==> src/rtl/mips_muldiv_pkg.sv <==
// Shared ALU-control function codes and the multiply/divide FSM state type.
// Also provides the decode helper for HI/LO unit function codes.
package mips_muldiv_pkg;

    localparam logic [5:0] FUNCT_SLL   = 6'h00;
    localparam logic [5:0] FUNCT_JR    = 6'h08;
    localparam logic [5:0] FUNCT_MFHI  = 6'h10;
    localparam logic [5:0] FUNCT_MTHI  = 6'h11;
    localparam logic [5:0] FUNCT_MFLO  = 6'h12;
    localparam logic [5:0] FUNCT_MTLO  = 6'h13;
    localparam logic [5:0] FUNCT_MULT  = 6'h18;
    localparam logic [5:0] FUNCT_MULTU = 6'h19;
    localparam logic [5:0] FUNCT_DIV   = 6'h1A;
    localparam logic [5:0] FUNCT_DIVU  = 6'h1B;
    localparam logic [5:0] FUNCT_ADD   = 6'h20;
    localparam logic [5:0] FUNCT_ADDU  = 6'h21;
    localparam logic [5:0] FUNCT_SUB   = 6'h22;
    localparam logic [5:0] FUNCT_SUBU  = 6'h23;
    localparam logic [5:0] FUNCT_AND   = 6'h24;
    localparam logic [5:0] FUNCT_OR    = 6'h25;
    localparam logic [5:0] FUNCT_XOR   = 6'h26;
    localparam logic [5:0] FUNCT_NOR   = 6'h27;
    localparam logic [5:0] FUNCT_SLT   = 6'h2A;
    localparam logic [5:0] FUNCT_SLTU  = 6'h2B;

    typedef enum logic [1:0] {
        IDLE = 2'd0,
        MUL  = 2'd1,
        DIV  = 2'd2,
        FIX  = 2'd3
    } muldiv_state_t;

    function automatic logic is_muldiv_fn(input logic [5:0] fn);
        case (fn)
            FUNCT_MFHI, FUNCT_MTHI, FUNCT_MFLO, FUNCT_MTLO,
            FUNCT_MULT, FUNCT_MULTU, FUNCT_DIV, FUNCT_DIVU: return 1'b1;
            default:                                        return 1'b0;
        endcase
    endfunction

endpackage

==> src/rtl/mips_muldiv_datapath.sv <==
// Iteration registers for the multi-cycle unit: one shift-add multiply step
// or one restoring-division step per cycle, plus the iteration counter.
module mips_muldiv_datapath
    import mips_muldiv_pkg::*;
#(
    parameter int WIDTH = 32
) (
    input  logic                 clk,
    input  logic                 rst_n,
    input  logic                 load,
    input  logic                 step,
    input  logic                 div_mode,
    input  logic [2*WIDTH-1:0]   init_acc,
    input  logic [WIDTH:0]       init_opnd,
    output logic [2*WIDTH-1:0]   acc,
    output logic                 last
);

    localparam int CW = $clog2(WIDTH);

    logic [2*WIDTH-1:0] acc_r;
    logic [2*WIDTH-1:0] acc_nxt_s;
    logic [WIDTH:0]     opnd_r;
    logic [CW-1:0]      cnt_r;
    logic [WIDTH:0]     sum_s;
    logic [WIDTH:0]     shifted_s;
    logic [WIDTH-1:0]   diff_s;
    logic               ge_s;

    // Next accumulator: acc holds {partial product, multiplier} or {remainder, quotient}.
    always_comb begin
        sum_s     = {1'b0, acc_r[2*WIDTH-1:WIDTH]} + (acc_r[0] ? opnd_r : {(WIDTH+1){1'b0}});
        shifted_s = acc_r[2*WIDTH-1:WIDTH-1];
        ge_s      = (shifted_s >= opnd_r);
        // True difference is below 2^WIDTH whenever ge_s holds, so the low bits are exact.
        diff_s    = shifted_s[WIDTH-1:0] - opnd_r[WIDTH-1:0];
        acc_nxt_s = acc_r;
        if (div_mode) begin
            if (ge_s) begin
                acc_nxt_s = {diff_s, acc_r[WIDTH-2:0], 1'b1};
            end else begin
                acc_nxt_s = {shifted_s[WIDTH-1:0], acc_r[WIDTH-2:0], 1'b0};
            end
        end else begin
            acc_nxt_s = {sum_s, acc_r[WIDTH-1:1]};
        end
    end

    // Iteration registers: load on acceptance, advance one bit per step.
    always_ff @(posedge clk or negedge rst_n) begin
        if (!rst_n) begin
            acc_r  <= {(2*WIDTH){1'b0}};
            opnd_r <= {(WIDTH+1){1'b0}};
            cnt_r  <= {CW{1'b0}};
        end else if (load) begin
            acc_r  <= init_acc;
            opnd_r <= init_opnd;
            cnt_r  <= {CW{1'b0}};
        end else if (step) begin
            acc_r  <= acc_nxt_s;
            cnt_r  <= cnt_r + CW'(1);
        end
    end

    assign acc  = acc_r;
    assign last = (cnt_r == CW'(WIDTH-1));

endmodule

==> src/rtl/mips_muldiv.sv <==
// EX-stage multiply/divide unit with architectural HI/LO registers.
// Control FSM, sign handling and HI/LO live here; iteration is in the datapath.
module mips_muldiv
    import mips_muldiv_pkg::*;
#(
    parameter int WIDTH = 32
) (
    input  logic             clk,
    input  logic             rst_n,
    input  logic             valid_i,
    input  logic [5:0]       fncode,
    input  logic [WIDTH-1:0] op_a,
    input  logic [WIDTH-1:0] op_b,
    output logic             stall_o,
    output logic             busy_o,
    output logic             done_o,
    output logic [WIDTH-1:0] result_o,
    output logic [WIDTH-1:0] hi_o,
    output logic [WIDTH-1:0] lo_o
);

    muldiv_state_t      state_r, state_nxt_s;
    logic [WIDTH-1:0]   hi_r, lo_r;
    logic               q_neg_r, r_neg_r, is_div_r, done_r;
    logic               busy_s, accept_s, signed_s, start_mul_s, start_div_s, div0_s, last_s;
    logic [WIDTH:0]     a_mag_s, b_mag_s, init_opnd_s;
    logic [2*WIDTH-1:0] init_acc_s, acc_s, prod_s;
    logic [WIDTH-1:0]   fix_hi_s, fix_lo_s;

    // Magnitude in WIDTH+1 bits so the most negative value stays exact.
    function automatic logic [WIDTH:0] mag(input logic [WIDTH-1:0] v, input logic sgn);
        if (sgn && v[WIDTH-1]) begin
            return -{1'b1, v};
        end else begin
            return {1'b0, v};
        end
    endfunction

    assign busy_s      = (state_r != IDLE);
    assign accept_s    = valid_i & ~busy_s & is_muldiv_fn(fncode);
    assign signed_s    = (fncode == FUNCT_MULT) || (fncode == FUNCT_DIV);
    assign start_mul_s = accept_s & ((fncode == FUNCT_MULT) || (fncode == FUNCT_MULTU));
    assign start_div_s = accept_s & ((fncode == FUNCT_DIV)  || (fncode == FUNCT_DIVU));
    assign div0_s      = (op_b == {WIDTH{1'b0}});
    assign a_mag_s     = mag(op_a, signed_s);
    assign b_mag_s     = mag(op_b, signed_s);

    // Datapath preload; divide-by-zero preloads the final {HI, LO} directly.
    always_comb begin
        init_acc_s  = {{WIDTH{1'b0}}, b_mag_s[WIDTH-1:0]};
        init_opnd_s = a_mag_s;
        if (start_div_s && div0_s) begin
            init_acc_s  = {op_a, {WIDTH{1'b1}}};
            init_opnd_s = b_mag_s;
        end else if (start_div_s) begin
            init_acc_s  = {{WIDTH{1'b0}}, a_mag_s[WIDTH-1:0]};
            init_opnd_s = b_mag_s;
        end else begin
            init_acc_s  = {{WIDTH{1'b0}}, b_mag_s[WIDTH-1:0]};
            init_opnd_s = a_mag_s;
        end
    end

    mips_muldiv_datapath #(.WIDTH(WIDTH)) u_datapath (
        .clk       (clk),
        .rst_n     (rst_n),
        .load      (start_mul_s | start_div_s),
        .step      ((state_r == MUL) || (state_r == DIV)),
        .div_mode  (state_r == DIV),
        .init_acc  (init_acc_s),
        .init_opnd (init_opnd_s),
        .acc       (acc_s),
        .last      (last_s)
    );

    // State register.
    always_ff @(posedge clk or negedge rst_n) begin
        if (!rst_n) begin
            state_r <= IDLE;
        end else begin
            state_r <= state_nxt_s;
        end
    end

    // Next-state logic.
    always_comb begin
        state_nxt_s = state_r;
        case (state_r)
            IDLE: begin
                if (start_mul_s) begin
                    state_nxt_s = MUL;
                end else if (start_div_s) begin
                    state_nxt_s = div0_s ? FIX : DIV;
                end else begin
                    state_nxt_s = IDLE;
                end
            end
            MUL:     state_nxt_s = last_s ? FIX : MUL;
            DIV:     state_nxt_s = last_s ? FIX : DIV;
            FIX:     state_nxt_s = IDLE;
            default: state_nxt_s = IDLE;
        endcase
    end

    // Result sign correction applied in FIX.
    always_comb begin
        prod_s = q_neg_r ? -acc_s : acc_s;
        if (is_div_r) begin
            fix_lo_s = q_neg_r ? -acc_s[WIDTH-1:0] : acc_s[WIDTH-1:0];
            fix_hi_s = r_neg_r ? -acc_s[2*WIDTH-1:WIDTH] : acc_s[2*WIDTH-1:WIDTH];
        end else begin
            fix_lo_s = prod_s[WIDTH-1:0];
            fix_hi_s = prod_s[2*WIDTH-1:WIDTH];
        end
    end

    // Operation kind and result signs latched at acceptance; zero divisor keeps raw values.
    always_ff @(posedge clk or negedge rst_n) begin
        if (!rst_n) begin
            q_neg_r  <= 1'b0;
            r_neg_r  <= 1'b0;
            is_div_r <= 1'b0;
        end else if (start_mul_s || start_div_s) begin
            q_neg_r  <= signed_s & (op_a[WIDTH-1] ^ op_b[WIDTH-1]) & ~(start_div_s & div0_s);
            r_neg_r  <= signed_s & op_a[WIDTH-1] & ~(start_div_s & div0_s);
            is_div_r <= start_div_s;
        end
    end

    // HI/LO and the completion pulse.
    always_ff @(posedge clk or negedge rst_n) begin
        if (!rst_n) begin
            hi_r   <= {WIDTH{1'b0}};
            lo_r   <= {WIDTH{1'b0}};
            done_r <= 1'b0;
        end else begin
            done_r <= (state_r == FIX);
            if (state_r == FIX) begin
                hi_r <= fix_hi_s;
                lo_r <= fix_lo_s;
            end else if (accept_s && (fncode == FUNCT_MTHI)) begin
                hi_r <= op_a;
            end else if (accept_s && (fncode == FUNCT_MTLO)) begin
                lo_r <= op_a;
            end
        end
    end

    // MFHI/MFLO read port.
    always_comb begin
        result_o = {WIDTH{1'b0}};
        if (valid_i && !busy_s) begin
            case (fncode)
                FUNCT_MFHI: result_o = hi_r;
                FUNCT_MFLO: result_o = lo_r;
                default:    result_o = {WIDTH{1'b0}};
            endcase
        end else begin
            result_o = {WIDTH{1'b0}};
        end
    end

    assign stall_o = valid_i & busy_s & is_muldiv_fn(fncode);
    assign busy_o  = busy_s;
    assign done_o  = done_r;
    assign hi_o    = hi_r;
    assign lo_o    = lo_r;

endmodule

==> config.mk <==
export PLATFORM = sky130hd
export DESIGN_NAME = mips_muldiv
export DESIGN_NICKNAME = d
export VERILOG_FILES = /design/src/rtl/mips_muldiv_pkg.sv /design/src/rtl/mips_muldiv_datapath.sv /design/src/rtl/mips_muldiv.sv
export SDC_FILE = /design/constraint.sdc
export NUM_CORES = 1
export LEC_CHECK = 0
export BUFFER_PORTS_ARGS = -buffer_cell sky130_fd_sc_hd__buf_2
export CAP_MARGIN = 20
export CORE_MARGIN = 2
export CORE_UTILIZATION = 38
export CTS_CLUSTER_DIAMETER = 100
export DETAILED_ROUTE_END_ITERATION = 8
export HOLD_SLACK_MARGIN = 0.08
export PLACE_DENSITY = 0.63
export SLEW_MARGIN = 20
export SYNTH_ARGS = -nofsm -noshare
export SYNTH_HDL_FRONTEND = slang
export SYNTH_SLANG_ARGS = --single-unit
==> constraint.sdc <==
create_clock -name clk -period 8.7 [get_ports clk]
set_input_delay 1.74 -clock clk [delete_from_list [all_inputs] [get_ports clk]]
set_output_delay 1.74 -clock clk [all_outputs]
set_load 0.01 [all_outputs]
### Yosys cells after proc, flatten, opt, wreduce, memory -nomap -nowiden

Memory sizes are Yosys's and may differ from the RTL's.
Index checks and enable logic that the tools add are counted.

| operators by class | value |
|---|---|
| $add $sub $neg | 8 |
| magnitude comparators | 1 |
| eq/ne operators | 13 |
| muxes and demuxes | 33 |
| bitwise operators | 15 |
| reduce and logical (&&, ||, !) cells | 19 |

Operator list:

| cell | count |
|---|---|
| two-way mux 64 bit | 6 |
| two-way mux 32 bit | 11 |
| two-way mux 33 bit | 5 |
| negator 33 bit | 2 |
| negator 32 bit | 2 |
| negator 64 bit | 1 |
| case mux 32 bit (2 select lines) | 1 |
| equality test 6 x 5 -> 1 bit, second input constant | 8 |
| adder 32 x 33 -> 33 bit | 1 |
| >= comparator 33 bit | 1 |
| logical NOT 32 bit | 1 |
| subtractor 32 bit | 1 |
| bitwise AND 1 bit | 11 |
| two-way mux 5 bit | 2 |
| case mux 2 bit (4 select lines) | 1 |
| nonzero test 2 bit | 4 |
| logical AND 1 bit | 6 |
| two-way mux 2 bit | 3 |
| adder 5 x 1 -> 5 bit, second input constant | 1 |
| equality test 5 bit, second input constant | 1 |
| logical OR 1 bit | 5 |
| equality test 2 bit, second input constant | 2 |
| two-way mux 1 bit | 4 |
| equality test 2 x 1 -> 1 bit, second input constant | 1 |
| other kinds (7) | 8 |

| word-level totals | value |
|---|---|
| flip-flop bits (word level) | 172 |
| bits in read-only memories | 64 |
| input bits | 73 |
| output and inout port bits | 99 |
| word-level logic and storage cells | 101 |
| memories kept | 2 |

Memories:

| name | words | width | read ports | clocked after Yosys merged registers in | write ports | RTL line | RTL |
|---|---|---|---|---|---|---|---|
| (no name shown) | 32 | 1 | 1 | 0 | 0 | mips_muldiv_pkg.sv:34 | `case (fn)` |
| (no name shown) | 32 | 1 | 1 | 0 | 0 | mips_muldiv_pkg.sv:34 |  |

### Depth between registers and ports, before layout

Gate-level depths: netlist (run 1).

| depth | value |
|---|---|
| depth in word-level cells | 8 |
| mapped depth | 15 |
| gate-level depth less buffers | 14 |

### Cells and area by module

A second synthesis (run 1) with hierarchy kept.

| unflattened totals | value |
|---|---|
| cells, all modules | 2230 |
| area total of the unflattened synthesis | 17317.9 um2 |

By module, submodules not included:

| module | times used | cells each | area an instance (um2) | sequential area each (um2) |
|---|---|---|---|---|
| mips_muldiv_datapath | 1 | 1133 | 8981.1 | 2552.4 |
| mips_muldiv | 1 | 1097 | 8336.7 | 1751.7 |

### Least setup slack after synthesis (run 1)

No wires, ideal clock.

| path | value |
|---|---|
| kind | input to output |
| from | in fncode[1] |
| to | out result_o[10] |
| arrival | 3.059 ns |
| data required time | 6.960 ns |
| path slack | 3.901 ns |
| stages on the path | 5 |
| buffers on the path | 3 |
| cell sequence | clkbuf_1 clkbuf_1 buf_1 mux2i_1 nor2_1 |

| on the way | value |
|---|---|
| word-level cells in the longest chain between the ends | 3 |
| elaborated cells on any way between the ends | 4 |
| classes of those cells | eq/ne: 2; mux: 2 |

RTL lines:

| what | RTL line | RTL |
|---|---|---|
| from (decl) | mips_muldiv.sv:11 | `input logic [5:0] fncode,` |
| equality test 6 x 5 -> 1 bit | mips_muldiv.sv:153 | `case (fncode)` |
| case mux 32 bit (2 select lines) (*) | mips_muldiv.sv:153 |  |
| two-way mux 32 bit (*) | mips_muldiv.sv:152 | `if (valid_i && !busy_s) begin` |
| to (decl) | mips_muldiv.sv:17 | `output logic [WIDTH-1:0] result_o,` |

Mark *: on every way between the ends. The rest lies on a longest branch, timed or not.

### Worst setup path in the final report (run 1)

| path | value |
|---|---|
| from | in fncode[2] |
| to | out result_o[21] |

Same word-level chain as after synthesis.

==> impl_results.md, run 1 <==
- Setup TNS Final: 0 ps
- Largest net degree at the start of global routing: 129
- CP arrival: about 3500 ps
- Synth top area share: 0.269
- Vias in the first global route: 15,316
- Post-CTS Resized: 0
- CTS tree: built
- Worst Hold Path EP: u_datapath.opnd_r[29]$_DFFE_PN0N_
- Overall routed net length: 67,500 um
- Switching Fraction: 0.523
- Ranking of synthesized cells by area: dfrtp_1 (27%), mux2i_1 (7.5%), o21ai_0 (7.1%)
- Setup CP Type: in2out
- Tightest Hold Check Type: reg2reg
- Commonest non-fill, non-tap cell in the layout: nand2_1
- Post-synth top flop: dfrtp_1
- Routed Antenna Nets: 0
- Finished Cell Area: 17,800 um^2
- Worst-case clock buffer depth: 2
- Post-Syn Instances: 2,111
- Yosys cell types: 72
- Final period util: 0.600
- Crit path max-delay family: simple AND/OR/NAND/NOR gates
- First-pass GRT wire length: around 100,000 um
- Slew HR: 0.296
- CP Buf/Inv Count: 2
- Netlist Area Pre-Place: roughly 16,000 um^2
- Tmin final: 5220 ps
- Comb pwr share: 0.582
- Syn Area/Cell: between 7 and 8 um^2
- Die Ht: 209 um
- Drt wl/cell: 24.8 um
- Nets: 2,321
- Ys async rst share: 1.00
- DR vias: 16,520
- Final Max Slew Viols: 0
- Outcome: finished, final reports clean
- Cell taking the most area after synthesis: dfrtp_1
- Fmax: 0.192 GHz
- Row cnt: 75
- Reg-to-Reg End: u_datapath.acc[59]$_DFFE_PN0P_
- Hold slack final: 490 ps
- Share of power burned in the clock network: 0.130
- Sw power: 3.30 mW
- Reg power frac: 0.288
- Tot GR Track Use: 0.303
- Leak: 7.46 nW
- Placed standard-cell area: between 15,000 and 20,000 um^2
- Hold Crit Start: u_datapath.opnd_r[29]$_DFFE_PN0N_
- CTS clk-pin slew, worst paths: 80 ps
- PwrDens: 355 nW/um^2
- Critical Path RT: 6960 ps
- Part of the Yosys area used for sequential elements: 0.269
- Area added between synthesis and finish: 11.1%
- Number of buffers created by CTS: 17
- Post-Synthesis Net Count: 2,262
- Post-route DRC: 0
- Skew final: 16.9 ps
- Drt pass-1 iters: 7
- Post-layout util: 0.426
- Endpoints failing hold: 0
- H-tree Lvls: 4
- Die ar.: roughly 44,000 um^2
- Ys Warns: 0
- Crit path max fanout: 32
- Clock root buffer: clkbuf_16
- # IOs: around 170
- Post-synth EDFFs: 0
- CP max-delay cell: or3_2
- # hold bufs at CTS: 0
- Post-route total power: 6.30 mW
- Layout cells sized above 1: 0.112
- Final setup fails: 0
- Slew @ Worst Pin: 1060 ps
- Startpoint types: primary input
- GP Congestion: 0.986
- Max Cap Violations: 0
- Setup crit end kind: output port
- Commonest non-fill, non-tap cells in the layout: nand2_1 (251), o21ai_0 (226), nor2_1 (217)
- Unrepaired setup endpoints after global routing: false
- Setup bufs post-CTS: 0
- Die Width: between 200 and 250 um
- Synth Register Bits: 172
- Total grt overflow: 0
- I/O Buffers: 171
- Initial antenna violation count: 5
- Hold path depth: 2
- Worst reg2reg path depth: 14
- RR Startpoint: u_datapath.acc[0]$_DFFE_PN0P_
- Floorplan core area: 41,800 um^2
- Via density: just over 6
- Iter 0 DRT Violations: 1,805
- Clk_lat worst skew: 450 ps
- CP peak stage delay: 740 ps
- Reg2reg setup slack: 3940 ps
- P_int: 3.01 mW
- HPWL after detailed placement: 50,700 um
- Starting density of the core: 0.383
- Peak supply drop: 0.169 mV
- Sequence of cells on the critical path: buf_2 > nor2_1 > and3_1 > nand2_1 > or3_2 > nor2_1 > buf_2
- Clk sinks: roughly 170
## sequential cells by signal (all words and copies together), names as in the netlist
name               cells
u_datapath.acc        64
lo_o                  32
q_neg_r                1
state_r                2
is_div_r               1
u_datapath.opnd_r     33
done_o                 1
r_neg_r                1
u_datapath.cnt_r       5
hi_o                  32
## power by group through the flow
| stage | registers [mW] | clock network, mW | logic [mW] |
|---|---|---|---|
| finish | 1.81 | 0.818 | 3.67 |
| global route | 1.83 | 0.857 | 4.04 |
| CTS | 1.76 | 0.820 | 3.61 |
| detailed placement | 1.78 | 0 | 3.59 |
| global placement | 1.76 | 0 | 3.55 |
| floorplan | 1.47 | 0 | 2.67 |
## cells by family after synthesis
kind of cell / synth area share
DFF: 0.269
muxes: 0.0758
AOI/OAI and AO/OA: 0.253
adders and majority gates: 0.0619
buffers and inverters: 0.0512
and+or+nand+nor: 0.192
xor gates and xnor gates: 0.0975
## synth_stat cells (3+ instances only)
cell and number:
clkbuf_1 122, nand2b_1 13, nor2b_1 15, or2_2 5, a21oi_1 180, nor3b_1 6
ha_1 76, o211ai_1 23, xnor2_1 99, o221ai_1 13, o21ai_0 226, o21bai_1 9
mux2i_1 120, nor4b_1 3, and2_1 7, a211o_1 5, nor2_1 217, o21a_1 9
buf_2 6, o31ai_1 27, a211oi_1 34, o41ai_1 11, or4_1 12, nor3_1 32
nand3_1 31, a22oi_1 28, buf_1 17, dfrtp_1 172, a21o_1 36, and3_1 16
nand4_1 14, a31oi_1 23, or3_1 19, inv_1 66, o21ai_1 5, o22ai_1 10
a221oi_1 7, nand2_1 251, o2111ai_1 3, nor4_1 21, xor2_1 79, a41oi_1 4
## final cells by class
class | instances | area, um^2
multi-input cells | 1724 | 10900
flip-flops and latches | 172 | 4300
diodes | 2 | 5.00
clock inverters | 14 | 180
fillers | 4298 | 24000
well taps | 539 | 674
inverters | 68 | 255
repair buffers | 187 | 988
clock buffers | 18 | 429
## layer usage
layer  track usage  share of wire  vias up
met5             0        0.00019        -
met2         0.477           0.44      834
li1              -              -     7673
met1         0.403           0.42     7861
met4         0.170          0.065        2
met3        0.0389          0.078      150
## metrics by stage
step                      instances  setup slack [ps]
after floorplan                2111              3900
after global placement         2690              3440
after detailed placement       2690              3350
after CTS                      2722              3350
after global routing           2722              3390
final                          2724              3480
## worst reg2reg max path, cell delays in order, from the launching register on
cell	delay [ps]
dfrtp_1	560
inv_1	120
buf_4	360
nor2_1	190
fa_1	450
a21oi_1	230
o22a_1	290
a221oi_1	180
a41oi_1	440
o221ai_1	290
a211oi_1	450
o221a_2	330
xnor2_1	170
o221ai_1	160
o32ai_1	400
## how the worst max path moves through the flow
| stage | from | endpoint | slack (ps) | cells past startpoint |
|---|---|---|---|---|
| after floorplan | fncode[1] | result_o[10] | 3900 | 5 |
| after global placement | fncode[5] | result_o[29] | 3440 | 7 |
| after detailed placement | fncode[2] | result_o[21] | 3350 | 7 |
| after CTS | fncode[2] | result_o[21] | 3350 | 7 |
| after global routing | fncode[2] | result_o[18] | 3390 | 7 |
| final | fncode[2] | result_o[21] | 3480 | 7 |
No activity file was read; power rests on OpenSTA's default activity.
==> run 2: changes to the inputs <==
ABC_AREA = 1   (was unset)
PLACE_DENSITY = 0.62   (was 0.63)
clock period = 5.3 ns   (was 8.7 ns; I/O delays follow)
==> run 2 against run 1 <==
Against the previous run: register-to-register slack got worse by 2300 ps; combinational power rose by 88%; design area up 19%; non-clock buffer count increased by 19.
==> impl_results.md, run 2 <==
- Drt pass-1 iters: 7
- Tmin final: 3650 ps
- Unrepaired setup endpoints after global routing: false
- Fillers: 5,526
- Setup TNS Final: 0 ps
- Commonest non-fill, non-tap cells in the layout: nand2_1 (1,020), inv_1 (418), nor2_1 (334)
- Tot GR Track Use: 0.339
- Final period util: 0.689
- Max reg flops: 64
- Part of the Yosys area used for sequential elements: 0.224
- Overall routed net length: about 90,000 um
- Clk_lat worst skew: 470 ps
- Starting density of the core: 0.384
- Commonest non-fill, non-tap cell in the layout: nand2_1
- H-tree Lvls: 4
- Peak supply drop: 0.214 mV
- Largest net degree at the start of global routing: 82
- Most common cell in the netlist: nand2_1
- Setup CP Type: reg2reg
- Post-Synthesis Net Count: approximately 3,400
- Endpoints failing hold: 0
- Fmax: 0.274 GHz
- Tightest Hold Check Type: reg2reg
- Nets: 3,501
- Crit path max fanout: 36
- CP endpoint: u_datapath.acc[58]$_DFFE_PN0P_
- Leak: around 11 nW
- Yosys cell types: 54
- Worst reg2reg path depth: 14
- Slew @ Worst Pin: between 1000 and 1500 ps
- # hold bufs at CTS: 0
- Netlist Area Pre-Place: 19,200 um^2
- Hold path depth: 2
- Startpoint types: register
- Die ar.: 52,300 um^2
- Die Ht: 229 um
- Vias in the first global route: 20,970
- GP Congestion: between 1 and 1.5
- Skew final: 24.9 ps
- Syn Area/Cell: 5.90 um^2
- # IOs: 172
- Post-CTS Resized: 0
- First-pass GRT wire length: approximately 130,000 um
- Floorplan core area: ~50,000 um^2
- Post-route total power: 10.4 mW
- Reg2reg setup slack: ~1600 ps
- Ys Warns: 0
- Source of the critical timing path: u_datapath.acc[0]$_DFFE_PN0P_
- Clock root buffer: clkbuf_16
- CTS clk-pin slew, worst paths: 80 ps
- Slack of the critical path: 1650 ps
- Ranking of synthesized cells by area: dfrtp_1 (22%), nand2_1 (20%), inv_1 (8.2%)
- Post-route DRC: 0
- Synth Register Bits: ~170
- Row cnt: 82
- Post-layout util: 0.424
- Number of buffers created by CTS: 17
- Critical Path RT: 5690 ps
- Slew HR: 0.291
- Post-synth top flop: dfrtp_1
- Layout cells sized above 1: 0.0999
- Via density: 5.67
- Total grt overflow: 0
- HPWL after detailed placement: about 73,000 um
- RR Startpoint: u_datapath.acc[0]$_DFFE_PN0P_
- Post-synth EDFFs: 0
- Routed Antenna Nets: 0
- Cell taking the most area after synthesis: dfrtp_1
- Most common library cells after synthesis: nand2_1 (1,022), inv_1 (418), nor2_1 (336), nand3_1 (264), a21oi_1 (202)
- Post-Syn Instances: 3,249
- Die Width: 229 um
- Reg-to-Reg End: u_datapath.acc[58]$_DFFE_PN0P_
- Setup bufs post-CTS: 0
- Initial antenna violation count: 0
- Outcome: finished, final reports clean
- Final Max Slew Viols: 0
- CP arrival: 4050 ps
- Area added between synthesis and finish: 10.5%
- Max Cap Violations: 0
- DR vias: 22,907
- Drt wl/cell: roughly 23 um
- Setup WS pre-CTS: 1790 ps
- Clk sinks: 172
- I/O Buffers: 171
- Setup crit end kind: register
- PwrDens: 493 nW/um^2
- Synth top area share: 0.224
- Final setup fails: 0
- Iter 0 DRT Violations: 2,959
- Ys async rst share: 1.00
- CTS tree: built
- Worst-case clock buffer depth: 2
==> run 2: cell count changes after synthesis, sizes merged, moves of 32 or more <==
cell / delta
xnor2: -85
nor2: +137
nand2: +779
a21oi: +47
inv: +363
o21ai: -49
a211oi: -34
nand3: +241
a21o: -32
clkbuf: -43
mux2i: -118
==> run 2: worst min path at each step <==
stage	startpoint	endpoint	slack (ps)
floorplan	u_datapath.opnd_r[32]$_DFFE_PN0N_	u_datapath.opnd_r[32]$_DFFE_PN0N_	460
global placement	u_datapath.opnd_r[32]$_DFFE_PN0N_	u_datapath.opnd_r[32]$_DFFE_PN0N_	480
detailed placement	u_datapath.opnd_r[32]$_DFFE_PN0N_	u_datapath.opnd_r[32]$_DFFE_PN0N_	500
CTS	u_datapath.cnt_r[4]$_DFFE_PN0P_	u_datapath.cnt_r[4]$_DFFE_PN0P_	520
global route	lo_o[1]$_DFFE_PN0P_	lo_o[1]$_DFFE_PN0P_	550
finish	u_datapath.opnd_r[32]$_DFFE_PN0N_	u_datapath.opnd_r[32]$_DFFE_PN0N_	510
==> run 2: critical path, cell delays in order, from the launching register on <==
cell and delay (ps):
dfrtp_2 1010, nand2_1 330, inv_1 150, ha_1 320, a21oi_1 320, o21ai_0 250
a21oi_1 410, nor2_1 80, nor2_1 130, nand2_1 70, nand2_1 50, nand3_1 110
nand2_1 120, nand2_1 60, a21oi_2 140
==> run 2: metal layers <==
layer | GRT usage | routed length, um
met2 | 0.498 | 37800
met3 | 0.0625 | 9370
met1 | 0.470 | 38300
met4 | 0.179 | 5450
met5 | 0 | 0
==> run 2: kinds of logic (layout without fill, tap and decap cells) <==
group / Yosys count / count (layout) / share of synthesized area
multiplexers: 2 / 2 / 0.00104
buffers and inverters: 556 / 670 / 0.114
flip-flops: 172 / 172 / 0.224
AND/OR/NAND/NOR: 1768 / 1768 / 0.387
other: 0 / 2 / 0
adder cells (fa/ha/maj): 78 / 78 / 0.0517
XOR/XNOR: 93 / 93 / 0.0425
AO/OA/AOI/OAI: 580 / 580 / 0.180
==> run 2: area by class of cell <==
cell class	count	area (um^2)	share of cell area
Clock buffer	21	450	0.0213
Multi-Input combinational cell	2521	12700	0.601
Antenna cell	2	5.00	0.000236
Clock inverter	11	110	0.00520
Tap cell	672	841	0.0397
Inverter	432	1620	0.0766
Sequential cell	172	4310	0.203
Timing Repair Buffer	206	1120	0.0531
==> run 2: power by group <==
group | switching [mW] | internal (mW)
clock | 0.600 | 0.669
sequential | 0.655 | 1.62
combinational | 4.83 | 2.07
==> run 2: metrics by stage <==
stage                     cells  area [um^2]  hold WS, ps
after floorplan            3249        19200          458
after global placement     4003        20600          485
after detailed placement   4003        20600          498
after CTS                  4035        21200          517
after global routing       4035        21200          549
final                      4037        21200          507
